### config.mk
export PLATFORM = sky130hd
export DESIGN_NAME = console_demux
export DESIGN_NICKNAME = d
export VERILOG_FILES = /design/src/rtl/console_mux_pkg.sv /design/src/rtl/console_route_chan.sv /design/src/rtl/console_demux.sv
export SDC_FILE = /design/constraint.sdc
export NUM_CORES = 1
export LEC_CHECK = 0
export CORE_ASPECT_RATIO = 0.7
export CORE_MARGIN = 2
export CORE_UTILIZATION = 53
export DETAILED_ROUTE_END_ITERATION = 16
export HOLD_SLACK_MARGIN = 0.08
export PLACE_DENSITY = 0.77
export SYNTH_ARGS = -nofsm -noshare
export SYNTH_HDL_FRONTEND = slang
export SYNTH_SLANG_ARGS = --single-unit
### constraint.sdc
create_clock -name clk -period 1.9 [get_ports clk]
set_input_delay 0.38 -clock clk [delete_from_list [all_inputs] [get_ports clk]]
set_output_delay 0.38 -clock clk [all_outputs]
set_load 0.005 [all_outputs]
### src/rtl/console_mux_pkg.sv
// console_mux_pkg: shared selector helpers and channel state encoding for the console mux/demux pair
package console_mux_pkg;
    typedef logic [1:0] chan_state_t;
    localparam chan_state_t CONN      = 2'd0;
    localparam chan_state_t WAIT_IDLE = 2'd1;
    localparam chan_state_t GAP       = 2'd2;
    function automatic int unsigned sel_none(input int unsigned sel_w);
        return (32'd1 << sel_w) - 32'd1;
    endfunction
    function automatic logic sel_valid(input int unsigned sel, input int unsigned pins);
        return sel < pins;
    endfunction
    function automatic int unsigned sel_slice(input logic [255:0] bus, input int unsigned k, input int unsigned w);
        return 32'((bus >> (k * w)) & ((256'd1 << w) - 256'd1));
    endfunction
endpackage

### src/rtl/console_route_chan.sv
// console_route_chan: one transmit channel's glitch-free pin switch (idle wait, undriven gap, commit)
module console_route_chan
    import console_mux_pkg::*;
#(
    parameter int PIN_COUNT   = 4,
    parameter int SEL_W       = 4,
    parameter int IDLE_CYCLES = 16,
    parameter int GAP_CYCLES  = 2,
    parameter int MAX_WAIT    = 0
) (
    input  logic             clk,
    input  logic             rst_n,
    input  logic             tx,
    input  logic [SEL_W-1:0] req_sel,
    output logic [SEL_W-1:0] active_sel,
    output chan_state_t      state
);
    localparam int IW = IDLE_CYCLES > 0 ? $clog2(IDLE_CYCLES + 1) : 1;
    localparam int WW = MAX_WAIT > 0 ? $clog2(MAX_WAIT + 1) : 1;
    localparam int GW = GAP_CYCLES > 0 ? $clog2(GAP_CYCLES + 1) : 1;
    logic [IW-1:0] idle_cnt, idle_nxt;
    logic [WW-1:0] wait_cnt, wait_nxt;
    logic [GW-1:0] gap_cnt;
    logic          idle_done, wait_done;
    always_comb begin
        idle_nxt  = tx ? (idle_cnt == IW'(IDLE_CYCLES) ? idle_cnt : idle_cnt + 1'b1) : '0;
        wait_nxt  = wait_cnt == WW'(MAX_WAIT) ? wait_cnt : wait_cnt + 1'b1;
        idle_done = idle_nxt == IW'(IDLE_CYCLES);
        wait_done = MAX_WAIT != 0 && wait_nxt == WW'(MAX_WAIT);
    end
    // Leaving NONE goes straight to GAP: there is no old line mid-character to protect.
    always_ff @(posedge clk or negedge rst_n)
        if (!rst_n) begin
            state      <= CONN;
            active_sel <= SEL_W'(sel_none(SEL_W));
            idle_cnt   <= '0;
            wait_cnt   <= '0;
            gap_cnt    <= '0;
        end else begin
            case (state)
                CONN: if (req_sel != active_sel) begin
                    state    <= sel_valid(32'(active_sel), PIN_COUNT) ? WAIT_IDLE : GAP;
                    idle_cnt <= '0;
                    wait_cnt <= '0;
                    gap_cnt  <= '0;
                end
                WAIT_IDLE: if (req_sel == active_sel) begin
                    state    <= CONN;
                    idle_cnt <= '0;
                    wait_cnt <= '0;
                end else begin
                    idle_cnt <= idle_nxt;
                    wait_cnt <= wait_nxt;
                    if (idle_done || wait_done) begin
                        state   <= GAP;
                        gap_cnt <= '0;
                    end
                end
                GAP: if (int'(gap_cnt) + 1 >= GAP_CYCLES) begin
                    state      <= CONN;
                    active_sel <= req_sel;
                end else
                    gap_cnt <= gap_cnt + 1'b1;
                default: state <= CONN;
            endcase
        end
endmodule

### src/rtl/console_demux.sv
// console_demux: routes host transmit channels onto selected GPIO pins with glitch-free switching
module console_demux
    import console_mux_pkg::*;
#(
    parameter int PIN_COUNT     = 4,
    parameter int CHANNEL_COUNT = 4,
    parameter int SEL_W         = 4,
    parameter int IDLE_CYCLES   = 16,
    parameter int GAP_CYCLES    = 2,
    parameter int MAX_WAIT      = 0
) (
    input  logic                       clk,
    input  logic                       rst_n,
    input  logic [CHANNEL_COUNT-1:0]   host_tx,
    input  logic [CHANNEL_COUNT*SEL_W-1:0] selectors,
    output logic [PIN_COUNT-1:0]       gpio_out,
    output logic [PIN_COUNT-1:0]       gpio_oe,
    output logic [CHANNEL_COUNT-1:0]   busy,
    output logic [CHANNEL_COUNT-1:0]   conflict
);
    logic [SEL_W-1:0]         req_sel [CHANNEL_COUNT];
    logic [SEL_W-1:0]         act_sel [CHANNEL_COUNT];
    chan_state_t              st      [CHANNEL_COUNT];
    logic [CHANNEL_COUNT-1:0] drv;
    logic [PIN_COUNT-1:0]     out_nxt, oe_nxt;
    always_ff @(posedge clk or negedge rst_n)
        if (!rst_n) begin
            for (int k = 0; k < CHANNEL_COUNT; k++) req_sel[k] <= SEL_W'(sel_none(SEL_W));
            gpio_out <= '1;
            gpio_oe  <= '0;
        end else begin
            for (int k = 0; k < CHANNEL_COUNT; k++) req_sel[k] <= SEL_W'(sel_slice(256'(selectors), k, SEL_W));
            gpio_out <= out_nxt;
            gpio_oe  <= oe_nxt;
        end
    for (genvar k = 0; k < CHANNEL_COUNT; k++) begin : g_ch
        console_route_chan #(
            .PIN_COUNT(PIN_COUNT), .SEL_W(SEL_W), .IDLE_CYCLES(IDLE_CYCLES),
            .GAP_CYCLES(GAP_CYCLES), .MAX_WAIT(MAX_WAIT)
        ) u_chan (
            .clk(clk), .rst_n(rst_n), .tx(host_tx[k]), .req_sel(req_sel[k]),
            .active_sel(act_sel[k]), .state(st[k])
        );
        assign drv[k]  = st[k] != GAP && sel_valid(32'(act_sel[k]), PIN_COUNT);
        assign busy[k] = st[k] != CONN;
    end
    // Descending scan so the lowest-index channel wins each pin.
    always_comb begin
        out_nxt  = '1;
        oe_nxt   = '0;
        conflict = '0;
        for (int p = 0; p < PIN_COUNT; p++)
            for (int k = CHANNEL_COUNT - 1; k >= 0; k--)
                if (drv[k] && int'(act_sel[k]) == p) begin
                    oe_nxt[p]  = 1'b1;
                    out_nxt[p] = host_tx[k];
                end
        for (int k = 1; k < CHANNEL_COUNT; k++)
            for (int j = 0; j < k; j++)
                if (st[k] == CONN && drv[k] && drv[j] && act_sel[j] == act_sel[k]) conflict[k] = 1'b1;
    end
endmodule
======== Word level (Yosys, flattened, before mapping) ========
Cells that the tools add are included.
cells by class
  muxes and demuxes ....................... 102
  equality and inequality tests ........... 70
  shifts and indexed selects .............. 0
  reduce and logical (&&, ||, !) cells .... 71
  bitwise operators ....................... 0
  add/sub/neg operators ................... 12
  order comparisons ....................... 8
  multiply operators ...................... 0
  div/mod/pow operators ................... 0
operators by type and width
  cell                   number
  $ge A32 B3 Y1 const B  4
  $mux W5                16
  $mux W2                36
  $pmux W2 S3            8
  $eq A4 B4 Y1           10
  $eq A5 B5 Y1 const B   8
  $pmux W5 S2            4
  $mux W1                38
  $logic_and A1 B1 Y1    35
  $eq A4 B3 Y1 const B   8
  $ne A2 B1 Y1 const B   12
  $ne A2 B2 Y1 const B   12
  $add A5 B1 Y5 const B  4
  $reduce_and A5 Y1      4
  $eq A4 B2 Y1 const B   4
  $logic_not A4 Y1       4
  $lt A4 B3 Y1 const B   4
  $ne A4 B4 Y1           4
  $reduce_and A2 Y1      8
  $reduce_bool A2 Y1     8
  $add A2 B1 Y3 const B  4
  $ne A3 B1 Y1 const B   4
  $reduce_and A3 Y1      4
  $reduce_bool A3 Y1     4
  4 further kinds        16
storage, ports and cells
  bits of input ports ..................... 22
  register bits ........................... 76
  memories kept ........................... 0
  bits in writable memories ............... 0
  output and inout bits ................... 16
  bits in latches ......................... 0
  bits in read-only memories .............. 0

======== Logic depth before layout (Yosys ltp) ========
  depth in word-level cells ............... 8
  mapped depth ............................ 7
  mapped depth without buffers ............ 7

======== Hierarchy ========
Synthesis repeated with hierarchy kept, for this count alone.
unflattened totals
  cells, all modules ...................... 458
  area total of the unflattened synthesis .. 4,692.0 µm²
modules (own cells, without submodules)
  module                                    instances  cells an instance  area each (µm²)
  console_route_chan at g_ch[1].u_chan ...  3          87                 858.3
  console_demux                             1          125                1,341.3
  console_route_chan at g_ch[0].u_chan      1          72                 775.7

======== Least setup slack after synthesis ========
Ideal clock, no wire load.
  path type ............................... register -> output
  from .................................... register g_ch[3].u_chan.active_sel[0]
  to ...................................... output port conflict[3]
  cell stages (with the launch flop) ...... 7
  arrival time ............................ 1.750 ns
  slack ................................... -0.230 ns
  cells stage by stage .................... dfstp_2 -> clkbuf_1 -> xnor2_1 -> nand3_1 -> o221ai_1 -> o21ai_0 -> a2111oi_0
on the way
  word-level cells in the longest chain between the ends .. 8
  elaborated cells on any way between the ends .. 15
  those cells by class .................... order compare (1); eq/ne (3); mux (3); reduce/logical (8)
RTL lines
  item                               RTL line                  RTL
  start: declaration                 console_route_chan.sv:15  output logic [SEL_W-1:0] active_sel,
  start signal: assignment           console_route_chan.sv:35  active_sel <= SEL_W'(sel_none(SEL_W));
  start signal: assignment           console_route_chan.sv:61  active_sel <= req_sel;
  $lt A4 B3 Y1                       console_mux_pkg.sv:11     return sel < pins;
  $logic_and A1 B1 Y1                console_demux.sv:44       assign drv[k] = st[k] != GAP && sel_valid(32'(act_sel[k]), PIN_COUNT);
  $logic_and A1 B1 Y1 (3 in series)  console_demux.sv:60       if (st[k] == CONN && drv[k] && drv[j] && act_sel[j] == act_sel[k]) conflict[k] = 1'b1;
  $mux W1 (2 in series)              console_demux.sv:60
  $mux W1 *                          console_demux.sv:60
  end: declaration                   console_demux.sv:19       output logic [CHANNEL_COUNT-1:0] conflict
Every way passes the cells marked *; elsewhere a longest branch is shown, timed or not.

======== Worst setup path in the final report ========
Ends and elaborated chain as after synthesis.

==> run metrics <==
outcome=complete, but fails checks; failing checks=setup timing; max layer used=met4; GRT Total Usage=0.2557; Min-Delay Path Class=input pin to flop; CP arrival=2.13 ns; final instance area=6018 µm²; Peak supply drop=between 0.0004 and 0.0005 V; Final Critical Period=between 2 and 3 ns; sequential area share after synthesis=0.4389; core area=8006 µm²; register bit total from synthesis=76; I/O Buffers=36; largest family of logic cells by synthesized area=simple AND/OR/NAND/NOR gates; die height=80.54 µm; Clock Sinks=76; pwr dens=685.1 nW/µm²; Primary FF master, synth=dfrtp_1; clock slew at reported path FFs=0.06 ns; Pleak=between 2 and 3 nW; Setup Crit Path Kind=flop to primary output; xor and xnor area share after synthesis=0.06121; antenna violations before repair=0; non-filler cells, final=between 600 and 700; met3 routed WL=568 µm; clk_lat worst skew=0.35 ns; Max Clk Rate=398.6 MHz; synthesized area per cell=9.601 µm²; post-synthesis mux area share=0.05924; count of flip-flops with a built-in enable after synthesis=0; row count=27; pin count of the biggest net entering global routing=45; initial core utilization=0.5540; Final nets=600; DP Area=5258 µm²; drt wl/cell=17.21 µm; Setup Skew=a little over 0.009 ns; DP Cell Count=between 600 and 700; DR vias/cell=5.839; global placer's final weighted congestion=between 0.8 and 0.9; post-synthesis cell area=4436 µm²; CTS Buf Count=9; RSZ-0062 raised after global routing=yes; max-cap viol count=0; period utilisation layout=1.320; Final Max Slew Viols=0; crit path launch type=flop; layout cells sized above 1=0.3608; Die X-Extent=113.3 µm; Post-Synth Adder-Cell Area=0.03385; Synth Net Count=between 400 and 500; H-tree Lvls=3; Synth cell types=60; Post-Synth Simple-Gate Area=0.2071; # DRC=0; grt total ovfl=0; post-route setup slack=-0.6087 ns; worst-path maximum fanout=3; Mapped Cells=462; DR pass1 iterations=6; Hold Violations, Final=0; Final setup viols=3; antenna cells=0; most common cell after layout, fill and taps aside=buf_4; Detailed Place HPWL=7216 µm; Worst EP required=approximately 1.5 ns; die footprint=9128 µm²; I/O pin count=38; wire length on met1=between 5000 and 6000 µm; worst hold slack=approximately 0.44 ns; first-pass GRT wire length=18320 µm; most frequent cells in the layout=buf_4, nand2_1, dfstp_2, dfrtp_1, nor2_1; P&R area growth vs syn=35.68%; root buf cell=clkbuf_16; vias in the first global route=around 3800; Crit. End Element=primary output; asr flop ratio synth=1.000; via count=approximately 3900; Final ANT Viol Nets=0; DR iter-0 viols=417; CTS max path bufs=2; CTS tree=yes; compound-cell area share of the yosys netlist=0.1501; met2 wire length=5634 µm; Post-Route WL=11560 µm; Ys Warns=0
==> sequential cells by signal, summed over array words and instances (netlist names) <==
name / count
g_ch.u_chan.active_sel: 16
g_ch.u_chan.gap_cnt: 8
g_ch.u_chan.idle_cnt: 20
g_ch.u_chan.state: 8
gpio_oe: 4
gpio_out: 4
req_sel: 16
==> cell families (layout without fill, tap and decap cells) <==
logic type,Yosys count,count (layout)
buffers and inverters,49,158
adders and majority gates,12,12
DFF,76,76
and+or+nand+nor,172,172
xor gates and xnor gates,31,31
other,1,1
AOI/OAI and AO/OA,97,97
muxes,24,24
==> final cells by class <==
| type | instances | area (µm²) |
|---|---|---|
| clock buffer | 11 | 242.7 |
| clock inverter | 5 | 61.31 |
| fill | 537 | 1988 |
| inverter | 24 | 90.09 |
| multi-input combinational | 337 | 2510 |
| sequential | 76 | 1952 |
| tap | 101 | 126.4 |
| timing repair buffer | 118 | 1036 |
==> worst paths after layout <==
check / slack [ns] / cells after the start / endpoint / from
max: -0.61 / 7 / conflict[3] / g_ch[3].u_chan.active_sel[0]
min reg2reg: 0.51 / 2 / g_ch[1].u_chan.active_sel[1] / req_sel[9]
max reg2reg: 0.03 / 7 / g_ch[1].u_chan.state[1] / g_ch[1].u_chan.active_sel[1]
min in group asynchronous: 0.53 / 2 / g_ch[1].u_chan.state[1] / rst_n
min: 0.44 / 1 / req_sel[11] / selectors[7]
max in group asynchronous: 0.74 / 3 / req_sel[4] / rst_n
==> cell usage after synthesis, types with 3 or more instances <==
master / n / area, µm²
a32o_1: 3 / 30.03
dfrtp_1: 40 / 1001
dfstp_2: 36 / 945.9
nor2b_1: 8 / 50.05
o21bai_1: 4 / 30.03
nor3_1: 11 / 55.05
nand2b_1: 8 / 50.05
nor2_1: 36 / 135.1
nand3_1: 24 / 120.1
a32oi_1: 4 / 35.03
a21o_1: 6 / 45.04
o21ai_0: 20 / 100.1
mux2i_1: 6 / 60.06
a22o_1: 4 / 35.03
xor2_1: 4 / 35.03
and2_1: 3 / 18.77
nor3b_1: 3 / 22.52
or2_2: 6 / 37.54
mux2_2: 18 / 202.7
buf_4: 3 / 22.52
a31oi_1: 6 / 37.54
clkbuf_1: 15 / 56.30
nand3b_1: 4 / 30.03
a2111oi_0: 3 / 26.28
ha_1: 12 / 150.1
o211ai_1: 4 / 30.03
nor3_2: 3 / 30.03
nand2_1: 38 / 142.6
inv_1: 24 / 90.09
a211oi_1: 3 / 22.52
a21oi_1: 17 / 85.08
xnor2_1: 27 / 236.5
a22oi_1: 3 / 22.52
nand4b_1: 6 / 52.55
o221ai_1: 3 / 26.28
buf_2: 5 / 25.02
nand4_1: 12 / 75.07
==> layer usage <==
layer | track usage | vias to the layer above
met2 | 0.4246 | 131
met1 | 0.3380 | 1907
met3 | 0.06264 | 31
met5 | 0 | -
met4 | 0.06585 | 0
li1 | - | 1855
==> critical path: stages, from the launching register on <==
cell       delay, ns
dfstp_2         0.59
xnor2_2         0.15
nand3_1         0.17
o221ai_2        0.20
o21ai_2         0.11
a2111oi_2       0.31
buf_4           0.17
buf_6           0.08
==> what timing repair did <==
| item | in CTS | in global routing |
|---|---|---|
| endpoints found under the setup margin | 11 | 28 |
| hold buffers | 1 | 0 |
| endpoints found under the hold margin | 21 | 0 |
| pin swaps | 13 | 24 |
| gates resized for setup | 44 | 57 |
| buffers inserted | 19 | 10 |
==> power breakdown <==
part | leakage (nW) | switching [mW] | internal (mW)
registers | 0.892 | 0.0917 | 1.71
logic | 1.50 | 0.285 | 0.300
clock network | 0.138 | 0.678 | 1.05
==> through the flow <==
stage | setup TNS (ns) | power (mW) | utilization | worst slack (ns)
after global routing | -1.254 | 4.305 | 0.7517 | -0.6779
after CTS | -2.081 | 4.097 | 0.7236 | -0.5825
after global placement | -1.305 | 2.332 | 0.6567 | -0.5421
final | -0.9478 | 4.123 | 0.7517 | -0.6087
after detailed placement | -1.409 | 2.359 | 0.6567 | -0.5771
after floorplan | 0 | 2.104 | - | 0.01074
(Power assumes the default switching activity.)
